### config.mk
export PLATFORM = sky130hd
export DESIGN_NAME = mem_stage_bus
export DESIGN_NICKNAME = d
export VERILOG_FILES = /design/src/rtl/mem_stage_bus.sv
export SDC_FILE = /design/constraint.sdc
export NUM_CORES = 1
export LEC_CHECK = 0
export CAP_MARGIN = 25
export CORE_MARGIN = 2
export CORE_UTILIZATION = 45
export DETAILED_ROUTE_END_ITERATION = 10
export GPL_TIMING_DRIVEN = 1
export HOLD_SLACK_MARGIN = 0.15
export PLACE_DENSITY = 0.92
export SETUP_SLACK_MARGIN = 0.15
export SLEW_MARGIN = 20
export SYNTH_ARGS = -nofsm -noshare
export SYNTH_HDL_FRONTEND = slang
export SYNTH_SLANG_ARGS = --single-unit
### constraint.sdc
create_clock -name clk -period 3.4 [get_ports clk]
set_clock_uncertainty 0.05 [all_clocks]
set_input_delay 0.34 -clock clk [delete_from_list [all_inputs] [get_ports clk]]
set_output_delay 0.34 -clock clk [all_outputs]
set_load 0.02 [all_outputs]
### src/rtl/mem_stage_bus.sv
// mem_stage_bus: pipeline MEM stage. Non-memory ops pass straight through to
// MEM/WB. Loads and stores run one Wishbone classic single transfer and apply
// big-endian lane alignment. stallreq holds the pipeline while a transfer is
// outstanding.
module mem_stage_bus #(
  parameter int ADDR_W = 32,
  parameter int DATA_W = 32
) (
  input  logic              clk,
  input  logic              rst,
  input  logic [4:0]        wd_i,
  input  logic              wreg_i,
  input  logic [DATA_W-1:0] wdata_i,
  input  logic [7:0]        aluop_i,
  input  logic [ADDR_W-1:0] mem_addr_i,
  input  logic [DATA_W-1:0] reg2_i,
  input  logic [5:0]        stall,
  input  logic              flush,
  input  logic [DATA_W-1:0] wb_dat_i,
  input  logic              wb_ack_i,
  output logic [ADDR_W-1:0] wb_adr_o,
  output logic [DATA_W-1:0] wb_dat_o,
  output logic [3:0]        wb_sel_o,
  output logic              wb_we_o,
  output logic              wb_stb_o,
  output logic              wb_cyc_o,
  output logic [4:0]        wd_o,
  output logic              wreg_o,
  output logic [DATA_W-1:0] wdata_o,
  output logic              stallreq,
  output logic              adel_o,
  output logic              ades_o
);

  localparam logic [7:0] OP_LB  = 8'b1110_0000;
  localparam logic [7:0] OP_LH  = 8'b1110_0001;
  localparam logic [7:0] OP_LW  = 8'b1110_0011;
  localparam logic [7:0] OP_LBU = 8'b1110_0100;
  localparam logic [7:0] OP_LHU = 8'b1110_0101;
  localparam logic [7:0] OP_SB  = 8'b1110_1000;
  localparam logic [7:0] OP_SH  = 8'b1110_1001;
  localparam logic [7:0] OP_SW  = 8'b1110_1011;

  typedef enum logic [1:0] {IDLE, BUSY, HOLD, DRAIN} state_t;

  state_t            state, state_nx;
  logic              is_load, is_store, is_byte, is_half, is_mem;
  logic              misaligned, mem_go;
  logic [3:0]        lane_sel;
  logic [DATA_W-1:0] store_data, load_word, load_result, rd_buf;
  logic [7:0]        byte_lane;
  logic [15:0]       half_lane;
  logic              stall_unused;

  // Only the EX/MEM hold bit of the CTRL stall vector matters here.
  assign stall_unused = ^{stall[5:4], stall[2:0]};

  // Decode the op into access class and size.
  // NOTE: every always_comb output gets a default first so no path infers a latch.
  always_comb begin
    is_load  = 1'b0;
    is_store = 1'b0;
    is_byte  = 1'b0;
    is_half  = 1'b0;
    case (aluop_i)
      OP_LB, OP_LBU: begin is_load  = 1'b1; is_byte = 1'b1; end
      OP_LH, OP_LHU: begin is_load  = 1'b1; is_half = 1'b1; end
      OP_LW:         is_load  = 1'b1;
      OP_SB:         begin is_store = 1'b1; is_byte = 1'b1; end
      OP_SH:         begin is_store = 1'b1; is_half = 1'b1; end
      OP_SW:         is_store = 1'b1;
      default:       ;
    endcase
  end

  assign is_mem     = is_load | is_store;
  assign misaligned = (is_half & mem_addr_i[0]) |
                      (is_mem & ~is_byte & ~is_half & (mem_addr_i[1:0] != 2'b00));
  assign mem_go     = is_mem & ~misaligned & ~flush;

  // Big-endian lane select and replicated store data.
  always_comb begin
    lane_sel   = 4'b1111;
    store_data = reg2_i;
    if (is_byte) begin
      lane_sel   = 4'b1000 >> mem_addr_i[1:0];
      store_data = {4{reg2_i[7:0]}};
    end else if (is_half) begin
      lane_sel   = mem_addr_i[1] ? 4'b0011 : 4'b1100;
      store_data = {2{reg2_i[15:0]}};
    end
  end

  // Extract and extend the load lane from the live bus data or the read buffer.
  always_comb begin
    load_word = (state == HOLD) ? rd_buf : wb_dat_i;
    case (mem_addr_i[1:0])
      2'd0:    byte_lane = load_word[31:24];
      2'd1:    byte_lane = load_word[23:16];
      2'd2:    byte_lane = load_word[15:8];
      default: byte_lane = load_word[7:0];
    endcase
    half_lane = mem_addr_i[1] ? load_word[15:0] : load_word[31:16];
    case (aluop_i)
      OP_LB:   load_result = {{24{byte_lane[7]}}, byte_lane};
      OP_LBU:  load_result = {24'd0, byte_lane};
      OP_LH:   load_result = {{16{half_lane[15]}}, half_lane};
      OP_LHU:  load_result = {16'd0, half_lane};
      default: load_result = load_word;
    endcase
  end

  // State register.
  // NOTE: sequential state uses non-blocking assignments so every flop samples pre-edge values.
  always_ff @(posedge clk or negedge rst) begin
    if (!rst) state <= IDLE;
    else      state <= state_nx;
  end

  // Next-state logic; a started transfer always runs to its ack.
  always_comb begin
    state_nx = state;
    case (state)
      IDLE:  if (mem_go) state_nx = BUSY;
      BUSY: begin
        if (wb_ack_i)   state_nx = (stall[3] && !flush) ? HOLD : IDLE;
        else if (flush) state_nx = DRAIN;
      end
      HOLD:  if (!stall[3] || flush) state_nx = IDLE;
      DRAIN: if (wb_ack_i) state_nx = IDLE;
      default: state_nx = IDLE;
    endcase
  end

  // Writeback fields, error flags and stall request; all forced low in reset.
  always_comb begin
    wd_o     = 5'd0;
    wreg_o   = 1'b0;
    wdata_o  = '0;
    stallreq = 1'b0;
    adel_o   = 1'b0;
    ades_o   = 1'b0;
    if (rst) begin
      wd_o    = wd_i;
      wdata_o = is_load ? load_result : wdata_i;
      case (state)
        IDLE: begin
          if (!is_mem || flush) begin
            wreg_o  = wreg_i;
            wdata_o = wdata_i;
          end else if (misaligned) begin
            adel_o = is_load;
            ades_o = is_store;
          end else begin
            stallreq = 1'b1;
          end
        end
        BUSY: begin
          if (wb_ack_i) wreg_o   = wreg_i & is_load & ~flush;
          else          stallreq = 1'b1;
        end
        HOLD:    wreg_o   = wreg_i & is_load & ~flush;
        DRAIN:   stallreq = 1'b1;
        default: ;
      endcase
    end
  end

  // Bus master registers and read buffer.
  always_ff @(posedge clk or negedge rst) begin
    if (!rst) begin
      wb_adr_o <= '0;
      wb_dat_o <= '0;
      wb_sel_o <= 4'd0;
      wb_we_o  <= 1'b0;
      wb_stb_o <= 1'b0;
      wb_cyc_o <= 1'b0;
      rd_buf   <= '0;
    end else if (state == IDLE && mem_go) begin
      wb_adr_o <= {mem_addr_i[ADDR_W-1:2], 2'b00};
      wb_dat_o <= store_data;
      wb_sel_o <= lane_sel;
      wb_we_o  <= is_store;
      wb_stb_o <= 1'b1;
      wb_cyc_o <= 1'b1;
    end else if (wb_ack_i && (state == BUSY || state == DRAIN)) begin
      wb_we_o  <= 1'b0;
      wb_stb_o <= 1'b0;
      wb_cyc_o <= 1'b0;
      if (state == BUSY) rd_buf <= wb_dat_i;
    end
  end

endmodule

==> impl_metrics.ini, run 1 <==
[floorplan]
core-area_um2 = 13200
initial_core_util = 0.458
die_y_um = 120
fp.dieW_um = 120
num_rows = 42
die-area_um2 = 14400
io_pins = 264

[routing]
drtPass1Iterations = 5
drtIter0Drc = 465
drt_wl_total_mm = 19.3
routedWlPerCell_um = 19.2
via_per_inst = 5.58
num_vias = 5596
drc = 0
ant_nets = 0

[worst_setup_path]
cp-startpoint = state[0]$_DFFE_PN0P_
cp-end-kind = output pin
crit_path_top_delay_cell = clkdlybuf4s50_1
worst_path_most_repeated_cell = nand2_1
path_cells = nand2b_4, buf_6, mux4_2, nand2_1, nand2_1, a32o_1, clkdlybuf4s50_1
worstSetupEndpoint = wdata_o[12]
worst-r2r-cell-count = 6
path_class = reg -> out
critical_path_required_ns = 3.01
max_stage_delay_ns = 0.55
rrSetupSlack_ns = 1.19
worst_setup_path_start_kind = register
cp.arrival_ns = 2.74
regToRegStartpoint = state[0]$_DFFE_PN0P_
rr_endpoint = wb_adr_o[7]$_DFFE_PN0P_
crit_fanout = 15

[finish]
drive_above_1_share = 0.154
antennaDiodeCount = 0
fillers = 968
syn_to_final_growth_pct = 53.6
fin_nets = 973

[logic_synthesis]
synth.avg_cell_area_um2 = 10.8
synth_top_cell_by_area = dfrtp_1
syn_inst = 557
synth_edf_count = 0
synth_cell_types = 58
seq_area_frac_synth = 0.423
synth_common_cells = 102 x dfrtp_1, 61 x mux2i_1, 45 x mux2_1
ys_warn_count = 0
yosysTopAreaCellShare = 0.423
yosys-top-cells-area = dfrtp_1 42%, mux2i_1 10%, mux2_1 8.4%
syn_area_um2 = 6040
ys_ff_latch = 102
ys.flop_type = dfrtp_1
synth-async-reset-ratio = 1.00
yosysMostFrequentCell = dfrtp_1

[sta]
finalCritPeriodShare = 0.922
setup-tns-final_ns = 0
rsz0062_at_grt = false
max_slew_margin = 0.578
hold_violations = 0
report.final.slew_viol_count = 0
hold_ws_ns = 0.436
setup_violations = 0
min_period_ns = 3.13
worstMarginPinSlew_ns = 0.632
fmax_mhz = 319

[global_route]
grt-ovfl-total = 0
track_usage = 0.270
grt_max_degree = 74
antenna_found_initial = 1
grt_pass1_vias = 5542
grt_pass1_wl_mm = 30.2

[worst_hold_path]
hp-start = wb_adr_o[28]$_DFFE_PN0P_
min_path_type = reg -> reg

[clock_tree]
cts_tree = yes
cts.sinks = 102
clockRootBuffer = clkbuf_16
clockBufferDepth = 2
cts_made_buffers = 9
htreeDepth = 3
clkLatencyLatePin_ns = 0.34
clk_pin_slew_ns = 0.07

[placed_design]
numPortBuffers = 256
hpwl_mm = 14.7
place_congestion = 0.941

[power]
power_density_nw_per_um2 = 377
ir_drop_v = 0.000358
p_leak_uw = 0.00440

[status]
status = completed

[flow_run]
drv_cap = 0
==> report_power, final <==
group / switching [uW] / total, uW / internal (uW) / leakage [uW]
logic: 465 / 987 / 522 / 0.00288
registers: 76.0 / 1440 / 1360 / 0.00137
clock network: 476 / 1080 / 601 / 0.000148
total: 1020 / 3500 / 2480 / 0.00440
==> flip-flops by register name, indices dropped and copies added (netlist names) <==
| signal | flops |
|---|---|
| wb_dat_o | 32 |
| wb_adr_o | 30 |
| wb_sel_o | 4 |
| wb_cyc_o | 1 |
| state | 2 |
| wb_we_o | 1 |
| rd_buf | 32 |
==> cell families (layout without fill, tap and decap cells) <==
family | count (synthesis) | after routing | synth area share
mux | 144 | 144 | 0.262
simple gates | 139 | 139 | 0.119
compound gates | 122 | 122 | 0.150
flops | 102 | 102 | 0.423
buf+inv | 48 | 316 | 0.0444
other cells | 1 | 2 | 0.000621
xor+xnor | 1 | 1 | 0.00145
==> cell type report <==
| type | instances | area, um2 | area share |
|---|---|---|---|
| well taps | 176 | 220 | 0.0237 |
| multi-input cells | 408 | 3240 | 0.349 |
| clock buffers | 11 | 243 | 0.0262 |
| clock inverters | 5 | 66.3 | 0.00715 |
| repair buffers | 298 | 2950 | 0.318 |
| inverters | 2 | 7.51 | 0.000810 |
| flip-flops and latches | 102 | 2550 | 0.275 |
==> metal layers <==
layer	vias to the layer above	wire length [um]	track usage
met5	-	0	0
met4	0	623	0.109
met3	47	1300	0.0523
met2	254	9430	0.443
met1	2712	7910	0.352
li1	2583	-	-
==> layout by cell type (no fill, tap or decap), types with 3 or more instances in the layout <==
| cell | count |
|---|---|
| a21o_1 | 3 |
| a21oi_1 | 35 |
| a31oi_1 | 11 |
| a32o_1 | 7 |
| and2_1 | 7 |
| buf_12 | 5 |
| buf_4 | 36 |
| clkbuf_16 | 9 |
| clkdlybuf4s50_1 | 229 |
| dfrtp_1 | 101 |
| dlygate4sd2_1 | 17 |
| dlymetal6s2s_1 | 9 |
| mux2_1 | 45 |
| mux2_2 | 34 |
| mux2i_1 | 60 |
| mux4_2 | 3 |
| nand2_1 | 43 |
| nand2b_1 | 8 |
| nand3_1 | 4 |
| nand4_1 | 3 |
| nor2_1 | 35 |
| nor2b_1 | 5 |
| nor3_1 | 12 |
| nor3_2 | 3 |
| o211ai_1 | 7 |
| o211ai_2 | 10 |
| o21a_1 | 4 |
| o21ai_0 | 15 |
| o221ai_1 | 6 |
| o22ai_1 | 10 |
==> worst max-delay path, delay by kind of cell, from the launching register on <==
kind	cells	cell delay (ns)
DFF	1	0.41
and+or+nand+nor	3	0.38
buffers and inverters	2	0.79
muxes	1	0.54
AOI/OAI and AO/OA	1	0.26
==> per-stage QoR <==
stage | power [uW] | std cells | util | setup WS, ns | instance area (um2)
4_1_cts | 3530 | 998 | 0.698 | 0.150 | 9210
2_1_floorplan | 1890 | 558 | - | 0.961 | 6040
3_3_place_gp | 2420 | 979 | 0.673 | 0.0666 | 8870
5_1_grt | 3650 | 1002 | 0.703 | 0.170 | 9270
3_5_place_dp | 2450 | 979 | 0.673 | -0.0255 | 8870
6_report | 3500 | 1002 | 0.703 | 0.266 | 9270
==> what timing repair did <==
action | in CTS | in global routing
resized for setup | 21 | 12
hold buffers | 1 | 0
cloned | 0 | 0
endpoints found under the setup margin | 28 | 13
hold endpoints to repair | 85 | 0
setup buffers | 2 | 4
pin swaps | 1 | 1
==> how the worst min path moves through the flow <==
stage | to | slack (ns) | depth (start not counted)
6_report | wb_adr_o[28]$_DFFE_PN0P_ | 0.44 | 1
5_1_grt | wb_adr_o[23]$_DFFE_PN0P_ | 0.45 | 1
4_1_cts | wb_adr_o[31]$_DFFE_PN0P_ | 0.44 | 1
3_5_place_dp | wb_sel_o[0]$_DFFE_PN0P_ | 0.42 | 2
3_3_place_gp | rd_buf[27]$_DFFE_PN0P_ | 0.41 | 2
2_1_floorplan | rd_buf[0]$_DFFE_PN0P_ | -0.006 | 0
Power figures use the tool's default switching activity.
==> run 2, diff against run 1 <==
--- a/config.mk
+++ b/config.mk
@@ -7,11 +7,10 @@
 export LEC_CHECK = 0
 export CAP_MARGIN = 25
 export CORE_MARGIN = 2
-export CORE_UTILIZATION = 45
+export CORE_UTILIZATION = 39
 export DETAILED_ROUTE_END_ITERATION = 10
 export GPL_TIMING_DRIVEN = 1
-export HOLD_SLACK_MARGIN = 0.15
-export PLACE_DENSITY = 0.92
+export PLACE_DENSITY = 0.85
 export SETUP_SLACK_MARGIN = 0.15
 export SLEW_MARGIN = 20
 export SYNTH_ARGS = -nofsm -noshare
==> constraint.sdc (replaced) <==
create_clock -name clk -period 2.8 [get_ports clk]
set_clock_uncertainty 0.05 [all_clocks]
set_input_delay 0.28 -clock clk [delete_from_list [all_inputs] [get_ports clk]]
set_output_delay 0.28 -clock clk [all_outputs]
set_load 0.02 [all_outputs]
==> run 2 against run 1 <==
Against the previous run: wire length grew 5.1%; register-to-register slack lost 0.81 ns; total power grew 20%; combinational power grew 29%; clock power grew 8%; core utilization shrank 5.0 points; critical path type unchanged; cell count grew 6.6%; first-iteration DRC count shrank 12%; highest routed layer unchanged; clock-buffer cell count is the same; hold slack lost 0.11 ns; sequential power grew 22%.
==> impl_metrics.ini, run 2 (same netlist as run 1, synthesis figures left out) <==
[placed_design]
hpwl_mm = 14.8
place_congestion = 0.907
numPortBuffers = 256
placed_area_um2 = 9190

[worst_setup_path]
cp-end-kind = output pin
crit_fanout = 6
rrSetupSlack_ns = 0.38
worst_setup_path_start_kind = register
path_depth = 10
worst_path_most_repeated_cell = buf_6
path_class = reg -> out
max_stage_delay_ns = 0.42
worst-r2r-cell-count = 8
cp.arrival_ns = 2.39
worst-path-buf-inv = 5
crit_path_top_delay_cell = dfrtp_2
cp_top_family = buffers and inverters
path_cells = nand2b_4, buf_4, mux2i_1, buf_4, a221oi_4, buf_6, buf_6, o221ai_2, a32o_2, buf_6
critical_path_required_ns = 2.47

[worst_hold_path]
min_path_type = in -> async

[finish]
utilization = 0.653
seq_area_um2 = 2550
drive_above_1_share = 0.276
reg_top3 = rd_buf (32), wb_dat_o (32), wb_adr_o (30)
layout_common_cells = 213 x clkdlybuf4s50_1, 100 x dfrtp_1, 94 x buf_4
fillers = 1139
fin_nets = 1027
final_common_cell = clkdlybuf4s50_1
antennaDiodeCount = 0
syn_to_final_growth_pct = 63.8
multi_input_area_um2 = 3460
design_area_um2 = 9890

[sta]
finalCritPeriodShare = 0.970
min_period_ns = 2.72
rsz0062_at_grt = true
worstMarginPinSlew_ns = 0.537
hold_violations = 0
fmax_mhz = 368
setup_violations = 0
max_slew_margin = 0.642
report.final.slew_viol_count = 0

[floorplan]
die-area_um2 = 16500
core-area_um2 = 15100
io_pins = 264
fp.dieW_um = 128
initial_core_util = 0.399
num_rows = 45
die_y_um = 128

[global_route]
antenna_found_initial = 0
track_usage = 0.242
grt_max_degree = 65
grt_pass1_wl_mm = 31.1
grt_pass1_vias = 5822
grt-ovfl-total = 0

[clock_tree]
htreeDepth = 3
clockRootBuffer = clkbuf_16
cts_made_buffers = 9
cts_tree = yes
cts.sinks = 102
clkLatencyLatePin_ns = 0.35
clockBufferDepth = 2
clk_pin_slew_ns = 0.07

[routing]
drtPass1Iterations = 5
routedWlPerCell_um = 19.0
drtIter0Drc = 410
drc = 0
via_per_inst = 5.47
ant_nets = 0
drt_wl_total_mm = 20.2
num_vias = 5845

[power]
p_leak_uw = 0.00457
ir_drop_v = 0.000416
power_density_nw_per_um2 = 424

[flow_run]
drv_cap = 0

[status]
status = completed
==> run 2: cell types whose count changed in the layout (fill, tap and decap cells not counted), moves of 9 or more <==
cell	before	now
buf_4	36	94
clkdlybuf4s50_1	229	213
mux2i_1	60	46
dlygate4sd2_1	17	4
mux2i_4	0	9
buf_6	1	21
==> run 2: path summary, 6_finish.rpt <==
kind | start | to
hold reg to reg | wb_sel_o[3]$_DFFE_PN0P_ | wb_sel_o[3]$_DFFE_PN0P_
hold / removal | rst | wb_adr_o[11]$_DFFE_PN0P_
min in group clk | wb_sel_o[3]$_DFFE_PN0P_ | wb_sel_o[3]$_DFFE_PN0P_
max in group asynchronous | rst | wb_dat_o[24]$_DFFE_PN0P_
setup reg to reg | state[1]$_DFFE_PN0P_ | wb_adr_o[14]$_DFFE_PN0P_
setup / recovery | state[0]$_DFFE_PN0P_ | wdata_o[13]
==> run 2: what timing repair did <==
action,CTS,global route
gates resized for setup,184,71
cloned,1,0
hold buffers,1,0
hold endpoints to repair,7,0
pin swaps,9,14
endpoints found under the setup margin,36,77
setup buffers,9,11
==> run 2: stage by stage <==
stage	power (uW)	TNS, ns	setup slack (ns)	hold slack, ns	std cells
2_1_floorplan	2290	0	0.421	-0.0656	558
3_3_place_gp	2980	-11.66	-0.332	0.106	1030
3_5_place_dp	3010	-13.14	-0.350	0.103	1030
4_1_cts	4210	0	0.0686	0.264	1057
5_1_grt	4390	-0.103	-0.0309	0.325	1068
6_report	4190	0	0.0844	0.321	1068
==> run 2: where the power goes <==
part | leakage (uW) | switching, uW | internal, uW | total, uW
Sequential | 0.00137 | 99.8 | 1650 | 1750
Combinational | 0.00307 | 587 | 685 | 1270
Clock | 0.000130 | 561 | 606 | 1170
==> run 2: final cells by class <==
type                    instances  share of cell area
inverters                       2            0.000759
well taps                     188              0.0238
clock buffers                  11              0.0235
repair buffers                351               0.340
flip-flops and latches        102               0.258
multi-input cells             409               0.350
clock inverters                 5             0.00354
==> run 2: metal layers <==
layer	vias to the layer above	track usage	wire length, um
met3	35	0.0599	1550
met4	0	0.0711	467
met1	2877	0.329	8420
li1	2679	-	-
met2	254	0.385	9810
met5	-	0	0
==> run 3, diff against run 2 <==
--- a/config.mk
+++ b/config.mk
@@ -7,10 +7,12 @@
 export LEC_CHECK = 0
 export CAP_MARGIN = 25
 export CORE_MARGIN = 2
-export CORE_UTILIZATION = 39
+export CORE_UTILIZATION = 40
+export CTS_BUF_LIST = sky130_fd_sc_hd__clkbuf_4 sky130_fd_sc_hd__clkbuf_8
 export DETAILED_ROUTE_END_ITERATION = 10
 export GPL_TIMING_DRIVEN = 1
-export PLACE_DENSITY = 0.85
+export PLACE_DENSITY = 0.87
+export REMOVE_ABC_BUFFERS = 1
 export SETUP_SLACK_MARGIN = 0.15
 export SLEW_MARGIN = 20
 export SYNTH_ARGS = -nofsm -noshare
==> run 3 against run 2 <==
Against the previous run: clock power fell by 7%; setup slack worse by 0.025 ns; first-iteration DRC count fell by 14%; via count is 0.38% lower; die area is 2.4% lower; register-to-register slack hardly changed; critical path depth is 2 lower; total power shrank 1.9%; non-clock buffer count up 5; final area fell by 0.94%.
==> impl_metrics.ini, run 3 (same netlist as run 1, synthesis figures left out) <==
[status]
status = completed

[finish]
layout_common_cells = 215 x clkdlybuf4s50_1, 100 x dfrtp_1, 94 x buf_4
utilization = 0.669
drive_above_1_share = 0.281
fin_nets = 1032
final_common_cell = clkdlybuf4s50_1
syn_to_final_growth_pct = 62.3
reg_top3 = rd_buf (32), wb_dat_o (32), wb_adr_o (30)

[floorplan]
num_rows = 44
die-area_um2 = 16100
core-area_um2 = 14600
initial_core_util = 0.412
fp.dieW_um = 127
die_y_um = 127
io_pins = 264

[global_route]
grt_max_degree = 59
antenna_found_initial = 3
grt_pass1_wl_mm = 31.5
grt-ovfl-total = 0
track_usage = 0.248
grt_pass1_vias = 6048

[power]
p_clk_frac = 0.265
p_leak_uw = 0.00454
totalPowerFinal_uw = 4110
seq_power_share = 0.428
p_sw_frac = 0.303
pwr-share-comb = 0.307
power.net_switching_uw = 1250
power_density_nw_per_um2 = 419
internal_power_uw = 2860
ir_drop_v = 0.000423

[worst_setup_path]
crit_fanout = 16
worstSetupEndpoint = wdata_o[17]
rr_endpoint = wb_adr_o[9]$_DFFE_PN0P_
worst-r2r-cell-count = 7
max_stage_delay_ns = 0.53
cp-startpoint = aluop_i[5]
path_class = in -> out
regToRegStartpoint = state[1]$_DFFE_PN0P_
crit_path_top_delay_cell = clkdlybuf4s50_1
cp-end-kind = output pin
rrSetupSlack_ns = 0.39
worst_setup_path_start_kind = input pin
critical_path_required_ns = 2.47
cp.arrival_ns = 2.41
path_cells = clkdlybuf4s50_1, nand4b_4, a2111oi_4, nand3_1, or3_4, buf_12, o211ai_1, buf_4

[routing]
via_per_inst = 5.44
num_vias = 5823
drtIter0Drc = 352
drt_wl_total_mm = 20.4
ant_nets = 0
routedWlPerCell_um = 19.0
drc = 0
drtPass1Iterations = 4

[placed_design]
place_congestion = 0.892
hpwl_mm = 14.9
numPortBuffers = 256

[sta]
hold_violations = 0
min_period_ns = 2.74
setup_violations = 0
report.final.slew_viol_count = 0
rsz0062_at_grt = true
worstMarginPinSlew_ns = 0.619
max_slew_margin = 0.587
fmax_mhz = 365
finalCritPeriodShare = 0.979

[clock_tree]
cts.sinks = 102
cts_tree = yes
clockRootBuffer = clkbuf_8
cts_made_buffers = 9
htreeDepth = 3
clkLatencyLatePin_ns = 0.38
clockBufferDepth = 2
clk_pin_slew_ns = 0.10

[flow_run]
drv_cap = 0

[worst_hold_path]
min_path_type = in -> async
[run 3: cell types whose count changed in the layout (fill, tap and decap cells not counted), sizes merged, moves of 2 or more]
| cell | change |
|---|---|
| dlymetal6s2s | -3 |
| buf | +2 |
| clkdlybuf4s50 | +2 |
| diode | +2 |
| bufinv | +2 |
[run 3: power groups by stage]
stage               Clock (uW)  Sequential (uW)  Combinational (uW)
finish                    1090             1760                1260
global route              1170             1780                1340
CTS                       1100             1750                1250
detailed placement           0             1780                1240
global placement             0             1760                1220
floorplan                    0             1910                 344
[run 3: layout make-up]
type	instances	area, um2
well taps	184	230
inverters	2	7.51
multi-input cells	409	3430
fillers	1100	4850
diodes	2	5.00
flip-flops and latches	102	2550
repair buffers	356	3340
clock inverters	6	91.3
clock buffers	10	138
[run 3: layer usage]
layer	vias to the layer above	part of all wire	wire length, um	track usage
li1	2706	-	-	-
met1	2828	0.39	7880	0.289
met2	249	0.50	10200	0.423
met3	38	0.089	1820	0.0881
met4	2	0.022	451	0.0879
met5	-	0.00064	13	0
[run 3: stage by stage]
step / TNS [ns] / cell area (um2) / setup slack, ns / std cells / hold WS (ns)
after floorplan: -62.74 / 5780 / -1.22 / 512 / -0.0656
after global placement: -8.73 / 9230 / -0.286 / 1029 / 0.128
after detailed placement: -12.04 / 9230 / -0.363 / 1029 / 0.134
after CTS: -0.0211 / 9610 / -0.0211 / 1053 / 0.251
after global routing: -0.00746 / 9790 / -0.00746 / 1069 / 0.266
final: 0 / 9800 / 0.0597 / 1071 / 0.272
[run 3: critical path, delay by kind of cell]
kind,cells,cell delay (ns)
compound gates,2,0.50
buf+inv,3,0.88
simple gates,3,0.74
[run 3: worst min path at each step]
| stage | endpoint | slack (ns) | cells after the start |
|---|---|---|---|
| floorplan | rd_buf[0]$_DFFE_PN0P_ | -0.07 | 0 |
| global placement | state[1]$_DFFE_PN0P_ | 0.13 | 1 |
| detailed placement | state[1]$_DFFE_PN0P_ | 0.13 | 1 |
| CTS | state[0]$_DFFE_PN0P_ | 0.25 | 2 |
| global route | wb_dat_o[21]$_DFFE_PN0P_ | 0.27 | 2 |
| finish | rd_buf[12]$_DFFE_PN0P_ | 0.27 | 2 |
[run 3: repair_timing]
action,in CTS,in global routing
hold buffers,1,0
endpoints found under the hold margin,12,0
pin swaps,5,10
cloned,1,0
setup endpoints to repair,36,34
setup buffers,6,16
gates resized for setup,174,51
